[src/rtl/fe_pkg.sv]
// Shared types and defaults for the fetch-stage PC generator.
package fe_pkg;

    localparam int unsigned DEF_XLEN       = 32;
    localparam int unsigned DEF_ILEN_BYTES = 4;

    typedef enum logic [1:0] {PC_BOOT, PC_RUN, PC_HALT} pc_state_e;
    typedef enum logic [1:0] {SEL_TRAP, SEL_REDIR, SEL_HOLD, SEL_SEQ} pc_sel_e;

endpackage

[src/rtl/fe_next_pc_mux.sv]
// Priority select of the next fetch PC: trap > redirect > stall > sequential.
module fe_next_pc_mux
    import fe_pkg::*;
#(
    parameter int unsigned XLEN       = DEF_XLEN,
    parameter int unsigned ILEN_BYTES = DEF_ILEN_BYTES
) (
    input  logic            trap_valid,
    input  logic [XLEN-1:0] trap_pc,
    input  logic            redirect_valid,
    input  logic [XLEN-1:0] redirect_pc,
    input  logic            enable,
    input  logic            accept,
    input  logic [XLEN-1:0] pc_q,
    output pc_sel_e         sel_c,
    output logic [XLEN-1:0] next_pc_c,
    output logic            misaligned_c
);

    localparam int unsigned ALIGN_W = $clog2(ILEN_BYTES);

    always_comb begin
        sel_c        = SEL_SEQ;
        next_pc_c    = pc_q;
        misaligned_c = 1'b0;
        if (trap_valid) begin
            sel_c     = SEL_TRAP;
            next_pc_c = trap_pc;
        end else if (redirect_valid) begin
            sel_c = SEL_REDIR;
            // A misaligned target is diverted straight to the trap handler.
            if (redirect_pc[ALIGN_W-1:0] != '0) begin
                misaligned_c = 1'b1;
                next_pc_c    = trap_pc;
            end else begin
                next_pc_c = redirect_pc;
            end
        end else if (!enable) begin
            sel_c = SEL_HOLD;
        end else if (accept) begin
            next_pc_c = pc_q + XLEN'(ILEN_BYTES);
        end
    end

endmodule

[src/rtl/fe_pc_gen.sv]
// Fetch PC generator: holds pc_q, runs the boot/run/halt state machine,
// issues imem requests and registers the fetched PC towards IF/ID.
module fe_pc_gen
    import fe_pkg::*;
#(
    parameter int unsigned     XLEN         = DEF_XLEN,
    parameter logic [XLEN-1:0] RESET_VECTOR = '0,
    parameter int unsigned     ILEN_BYTES   = DEF_ILEN_BYTES
) (
    input  logic            clk,
    input  logic            rst,
    input  logic            enable,
    input  logic            redirect_valid,
    input  logic [XLEN-1:0] redirect_pc,
    input  logic            trap_valid,
    input  logic [XLEN-1:0] trap_pc,
    input  logic            halt_req,
    input  logic            resume_req,
    output logic            imem_req,
    output logic [XLEN-1:0] imem_addr,
    input  logic            imem_ready,
    output logic [XLEN-1:0] fe_pc_out,
    output logic            fe_valid,
    output logic            misaligned,
    output logic            halted
);

    pc_state_e       state;
    logic [XLEN-1:0] pc_q;
    logic            accept;
    pc_sel_e         sel_c;
    logic [XLEN-1:0] next_pc_c;
    logic            misaligned_c;

    assign imem_req  = (state == PC_RUN) && enable;
    assign imem_addr = pc_q;
    assign accept    = imem_req && imem_ready;

    fe_next_pc_mux #(
        .XLEN       (XLEN),
        .ILEN_BYTES (ILEN_BYTES)
    ) u_mux (
        .trap_valid     (trap_valid),
        .trap_pc        (trap_pc),
        .redirect_valid (redirect_valid),
        .redirect_pc    (redirect_pc),
        .enable         (enable),
        .accept         (accept),
        .pc_q           (pc_q),
        .sel_c          (sel_c),
        .next_pc_c      (next_pc_c),
        .misaligned_c   (misaligned_c)
    );

    always_ff @(posedge clk) begin
        if (rst) begin
            state      <= PC_BOOT;
            pc_q       <= RESET_VECTOR;
            fe_pc_out  <= '0;
            fe_valid   <= 1'b0;
            misaligned <= 1'b0;
            halted     <= 1'b0;
        end else begin
            misaligned <= 1'b0;
            case (state)
                PC_BOOT: begin
                    state <= PC_RUN;
                end
                PC_RUN, PC_HALT: begin
                    pc_q       <= next_pc_c;
                    misaligned <= misaligned_c;
                    case (sel_c)
                        SEL_TRAP, SEL_REDIR: fe_valid <= 1'b0;
                        SEL_HOLD:            ;
                        SEL_SEQ: begin
                            if (accept) begin
                                fe_pc_out <= pc_q;
                                fe_valid  <= 1'b1;
                            end else begin
                                fe_valid <= 1'b0;
                            end
                        end
                        default:             fe_valid <= 1'b0;
                    endcase
                    if (state == PC_RUN) begin
                        if (halt_req && !trap_valid && !redirect_valid) begin
                            state  <= PC_HALT;
                            halted <= 1'b1;
                        end
                    end else begin
                        // Nothing is fetched while halted, even under a stall.
                        fe_valid <= 1'b0;
                        if (resume_req) begin
                            state  <= PC_RUN;
                            halted <= 1'b0;
                        end
                    end
                end
                default: begin
                    state  <= PC_BOOT;
                    halted <= 1'b0;
                end
            endcase
        end
    end

endmodule

[config.mk]
export PLATFORM = sky130hd
export DESIGN_NAME = fe_pc_gen
export DESIGN_NICKNAME = d
export VERILOG_FILES = /design/src/rtl/fe_pkg.sv /design/src/rtl/fe_next_pc_mux.sv /design/src/rtl/fe_pc_gen.sv
export SDC_FILE = /design/constraint.sdc
export NUM_CORES = 1
export LEC_CHECK = 0
export CAP_MARGIN = 20
export CORE_ASPECT_RATIO = 1.25
export CORE_MARGIN = 2
export CORE_UTILIZATION = 45
export DETAILED_ROUTE_END_ITERATION = 8
export PLACE_DENSITY_LB_ADDON = 0.05
export SYNTH_ARGS = -nofsm -noshare
export SYNTH_HDL_FRONTEND = slang
export SYNTH_HIERARCHICAL = 1
export SYNTH_SLANG_ARGS = --single-unit
[constraint.sdc]
create_clock -name clk -period 2.4 [get_ports clk]
set_input_delay 0.6 -clock clk [delete_from_list [all_inputs] [get_ports clk]]
set_output_delay 0.6 -clock clk [all_outputs]
set_load 0.05 [all_outputs]
; Word-level counts from Yosys, hierarchy flattened
; Index checks and enable logic that the tools add are counted.
[classes]
mux = 20
n_reduce_logical = 19
n_eq_ne = 7
n_bitwise = 3
addsub = 1
[ops]
columns = cell, n
row1 = $mux W32, 5
row2 = $add A32 B3 Y32 const B, 1
row3 = $mux W2, 5
row4 = $reduce_and A3 Y1, 3
row5 = $mux W1, 7
row6 = $ne A3 B3 Y1 const B, 2
row7 = $reduce_bool A3 Y1, 2
row8 = $eq A2 B1 Y1 const B, 2
row9 = $eq A2 B2 Y1 const B, 2
row10 = $logic_and A1 B1 Y1, 4
row11 = $logic_not A2 Y1, 2
row12 = $pmux W1 S2, 2
row13 = $pmux W2 S2, 1
row14 = $reduce_and A2 Y1, 2
row15 = $reduce_or A2 Y1, 2
row16 = $reduce_or A4 Y1, 1
row17 = $ne A3 B1 Y1 const B, 1
row18 = $not A1 Y1, 3
row19 = $logic_not A1 Y1, 2
row20 = $reduce_bool A2 Y1, 1
[totals]
elab_cells = 56
output_inout_bits = 68
in_bits = 72
reg_bits = 69

; Logic depth before layout (Yosys ltp)
[logic_depth]
ltp_word = 7
mapped_depth = 13
depth_no_buf = 11

; Modules after synthesis
; Netlist, hierarchy kept.
[by_module_without_submodules]
columns = mod, cells_each, area_each_um2, n_inst
row1 = fe_pc_gen, 286, 2658.8, 1
row2 = fe_next_pc_mux, 207, 1295.0, 1

; Least setup slack after synthesis
; No wires, ideal clock.
[synth_path]
path_kind = register -> register
from = register pc_q[2] (netlist: imem_addr[2])
to = register pc_q[24] (netlist: imem_addr[24])
required_ns = 2.334
stages_incl_launch_ff = 9
period_less_slack_ns = 2.368
path_buffers = 0
path_slack_ns = 0.032
setup_time_ns = 0.066
t_arrival_ns = 2.302
path_cell_list = dfxtp_1 ha_1 nand4_1 nor4_4 nand4_1 xor2_1 a21oi_1 mux2i_1 nor2_1
[synth_via]
elab_chain_len = 5
[synth_lines]
columns = element, line
row1 = from (decl), fe_pc_gen.sv:29  ; logic [XLEN-1:0] pc_q;
row2 = from (signal assigned), fe_pc_gen.sv:70  ; pc_q <= next_pc_c;
row3 = $add A32 B3 Y32, fe_next_pc_mux.sv:41  ; next_pc_c = pc_q + XLEN'(ILEN_BYTES);
row4 = $mux W32, fe_next_pc_mux.sv:40  ; end else if (accept) begin
row5 = $mux W32, fe_next_pc_mux.sv:38  ; end else if (!enable) begin
row6 = $mux W32, fe_next_pc_mux.sv:29  ; end else if (redirect_valid) begin
row7 = $mux W32, fe_next_pc_mux.sv:26  ; if (trap_valid) begin
row8 = via next_pc_c[24], fe_pc_gen.sv:32  ; logic [XLEN-1:0] next_pc_c;
; The timed path passes the listed nets, and every way through them passes these cells. The select of a mux whose other input is x is not followed.
; A chain may end at the register's enable or synchronous reset.

; Worst setup path after layout
[layout_path]
from = register pc_q[4] (netlist: imem_addr[4])
to = output port imem_addr[4]
[layout_rtl]
columns = element, line
row1 = to (decl), fe_pc_gen.sv:20  ; output logic [XLEN-1:0] imem_addr,
; No word-level cell between the ends.

==> summary.md <==
| Metric | Value |
|---|---|
| Cell variety after synth | `between 40 and 50` |
| Ports | `140` |
| Die Span X | `between 80 and 90 µm` |
| Max-Cap Viols | `0` |
| Fmax | `between 400 and 500 MHz` |
| Most frequent cells in the layout | `clkdlybuf4s50_1 (135), dfxtp_1 (69), nor2_1 (53)` |
| Initial Util | `0.459` |
| HPWL after DPL | `between 9000 and 10000 µm` |
| Mean Syn Cell Area | `between 8 and 9 µm²` |
| Global-route wire length before repair | `approximately 21000 µm` |
| Hold Path Class | `reg -> reg` |
| Predominant post-synthesis flop cell | `dfxtp_1` |
| Detailed-route via count | `4406` |
| # nets final | `slightly above 700` |
| Lkg Pwr | `roughly 2.2 nW` |
| Design area | `5920 µm²` |
| Setup CP Type | `reg -> out` |
| Bufs on Longest Clock Path | `2` |
| Initial antenna violation count | `0` |
| Number of core rows | `38` |
| Post-route setup TNS | `0 ps` |
| Gr usage total | `0.284` |
| Die ar. | `approximately 9600 µm²` |
| # port buffers | `between 100 and 150` |
| Final setup violation count | `0` |
| TritonRoute pass-1 iters | `5` |
| Synth Register Bits | `just under 70` |
| Grt total ovfl | `0` |
| Async set-reset flop share out of synthesis | `0` |
| Min Tclk post-route | `~2300 ps` |
| Final Max Slew Viols | `0` |
| Area Growth Syn to Fin | `49.7%` |
| CTS HTree Levels | `3` |
| Crit-path leading delay family | `buffers and inverters` |
| # hold bufs at CTS | `0` |
| Clk slew on worst S/H paths | `~80 ps` |
| Slowest Stage Delay on Critical Path | `870 ps` |
| Cell area after synthesis | `~4000 µm²` |
| CTS buffer count | `9` |
| Crit path buf inv count | `1` |
| RSZ-0062 raised after global routing | `false` |
| Crit Path Max Fanout | `8` |
| Drt first-iter violations | `approximately 350` |
| Worst setup SP type | `register` |
| Pwr Density | `around 880 nW/µm²` |
| Mapped Cells | `between 400 and 500` |
| Final-report hold violation count | `0` |
| Vias per inst | `between 5 and 6` |
| Die span in y | `109 µm` |
| Worst slew margin | `0.629` |
| CP cell instances | `clkdlybuf4s50_1` |
| CP Data Arrival Time | `1750 ps` |
| Resized cells post-CTS | `0` |
| CP endpoint kind | `primary output` |
| Final Routed Wirelength | `approximately 14000 µm` |
| Post-synthesis sequential area ratio | `0.349` |
| DRC | `0` |
| GP Congestion | `about 0.91` |
| DP Cell Count | `between 700 and 800` |
| Ys Warns | `6` |
| Syn nets | `between 500 and 600` |
| CTS tree | `yes` |
| Worst EP required | `around 1800 ps` |
| Skew final | `just under 9 ps` |
| Crit-path slowest cell | `clkdlybuf4s50_1` |
| Postcts setup bufs | `0` |
| Worst-Margin Slew | `approximately 550 ps` |
| DR WL/cell | `between 15 and 20 µm` |
| DP Area | `about 5700 µm²` |
| Vias in the first global route | `~4.1k` |
| Maximum vdd drop | `between 0.0005 and 0.0006 V` |
| Most common cell after layout, fill and taps aside | `clkdlybuf4s50_1` |
| Setup WS pre-CTS | `-146 ps` |
| Clk sinks | `69` |
| Non-filler cells, final | `between 700 and 800` |
| Post-synth EDFFs | `0` |
| Largest net degree at the start of global routing | `43` |
| Post-detailed-route count of antenna-violating nets | `0` |
| Layout cells sized above 1 | `0.110` |
| Outcome | `finished clean` |
| Worst-Skew Late Latency | `360 ps` |
| Clk Tree Root Cell | `clkbuf_8` |
| Final period util | `0.978` |
| Final WS setup | `just over 50 ps` |
| Filler cells | `~760` |
| Core box area | `between 8000 and 9000 µm²` |
| Antenna fix cells | `0` |
==> cell families (layout without fill, tap and decap cells) <==
| logic type | after synthesis | in the layout | synth area share |
|---|---|---|---|
| AOI/OAI and AO/OA | 144 | 144 | 0.213 |
| muxes | 35 | 35 | 0.0886 |
| and+or+nand+nor | 166 | 166 | 0.219 |
| buffers and inverters | 47 | 206 | 0.0535 |
| xor gates and xnor gates | 26 | 26 | 0.0576 |
| adders and majority gates | 6 | 6 | 0.0190 |
| DFF | 69 | 69 | 0.349 |
==> state kept, by name (all words and copies together) (netlist names) <==
signal / flops
fe_pc_out: 32
imem_addr: 32
misaligned: 1
state: 2
halted: 1
fe_valid: 1
==> through the flow <==
step | util | hold slack (ps) | power, mW
floorplan | - | 494 | 3.25
global placement | 0.664 | 463 | 4.17
CTS | 0.687 | 478 | 5.17
global route | 0.688 | 500 | 5.40
detailed placement | 0.664 | 467 | 4.20
finish | 0.688 | 478 | 5.18
==> power by group <==
group	internal, mW	total (mW)	switching, mW
Combinational	1.05	2.59	1.55
Clock	0.506	0.980	0.474
Sequential	1.33	1.60	0.272
==> layout make-up <==
cell class	count	area, µm²	share of cell area
sequential	69	1380	0.233
multi-input combinational	377	2370	0.400
timing repair buffer	182	1790	0.302
clock inverter	5	60.1	0.0102
tap	120	150	0.0254
inverter	9	33.8	0.00571
clock buffer	10	138	0.0233
==> per-layer routing <==
layer	vias up	GRT usage	wire, µm
met5	-	0	0
met4	0	0.134	441
met3	33	0.0500	979
met2	207	0.484	6870
met1	2061	0.343	5490
li1	2105	-	-
==> synth_stat cells (3+ instances only) <==
library cell	number	share of area
xnor2_1	8	0.018
mux2i_1	35	0.089
nand2b_1	3	0.0047
xor2_1	18	0.040
ha_1	6	0.019
nor3_1	4	0.0051
a21oi_1	42	0.053
inv_1	7	0.0066
nor2_1	53	0.050
and3_1	5	0.0079
nand4_1	16	0.025
a22o_1	7	0.016
o21ai_0	33	0.042
nand2_1	20	0.019
clkbuf_1	17	0.016
nand3_1	49	0.062
a22oi_1	20	0.038
o21ai_1	27	0.034
a31oi_1	4	0.0063
dfxtp_1	69	0.35
buf_2	16	0.020
buf_4	4	0.0076
==> final timing paths <==
check                                             endpoint  cells after the start  slack [ps]                 startpoint
worst max register to register  imem_addr[16]$_SDFFE_PP0P_                      8         160  imem_addr[2]$_SDFFE_PP0P_
worst min register to register   fe_pc_out[6]$_SDFFE_PP0P_                      2         480  fe_pc_out[6]$_SDFFE_PP0P_
worst min-delay path             fe_pc_out[6]$_SDFFE_PP0P_                      2         480  fe_pc_out[6]$_SDFFE_PP0P_
worst max-delay path                          imem_addr[4]                      1          50  imem_addr[4]$_SDFFE_PP0P_
Note: power is estimated with default switching activity, not from simulation.
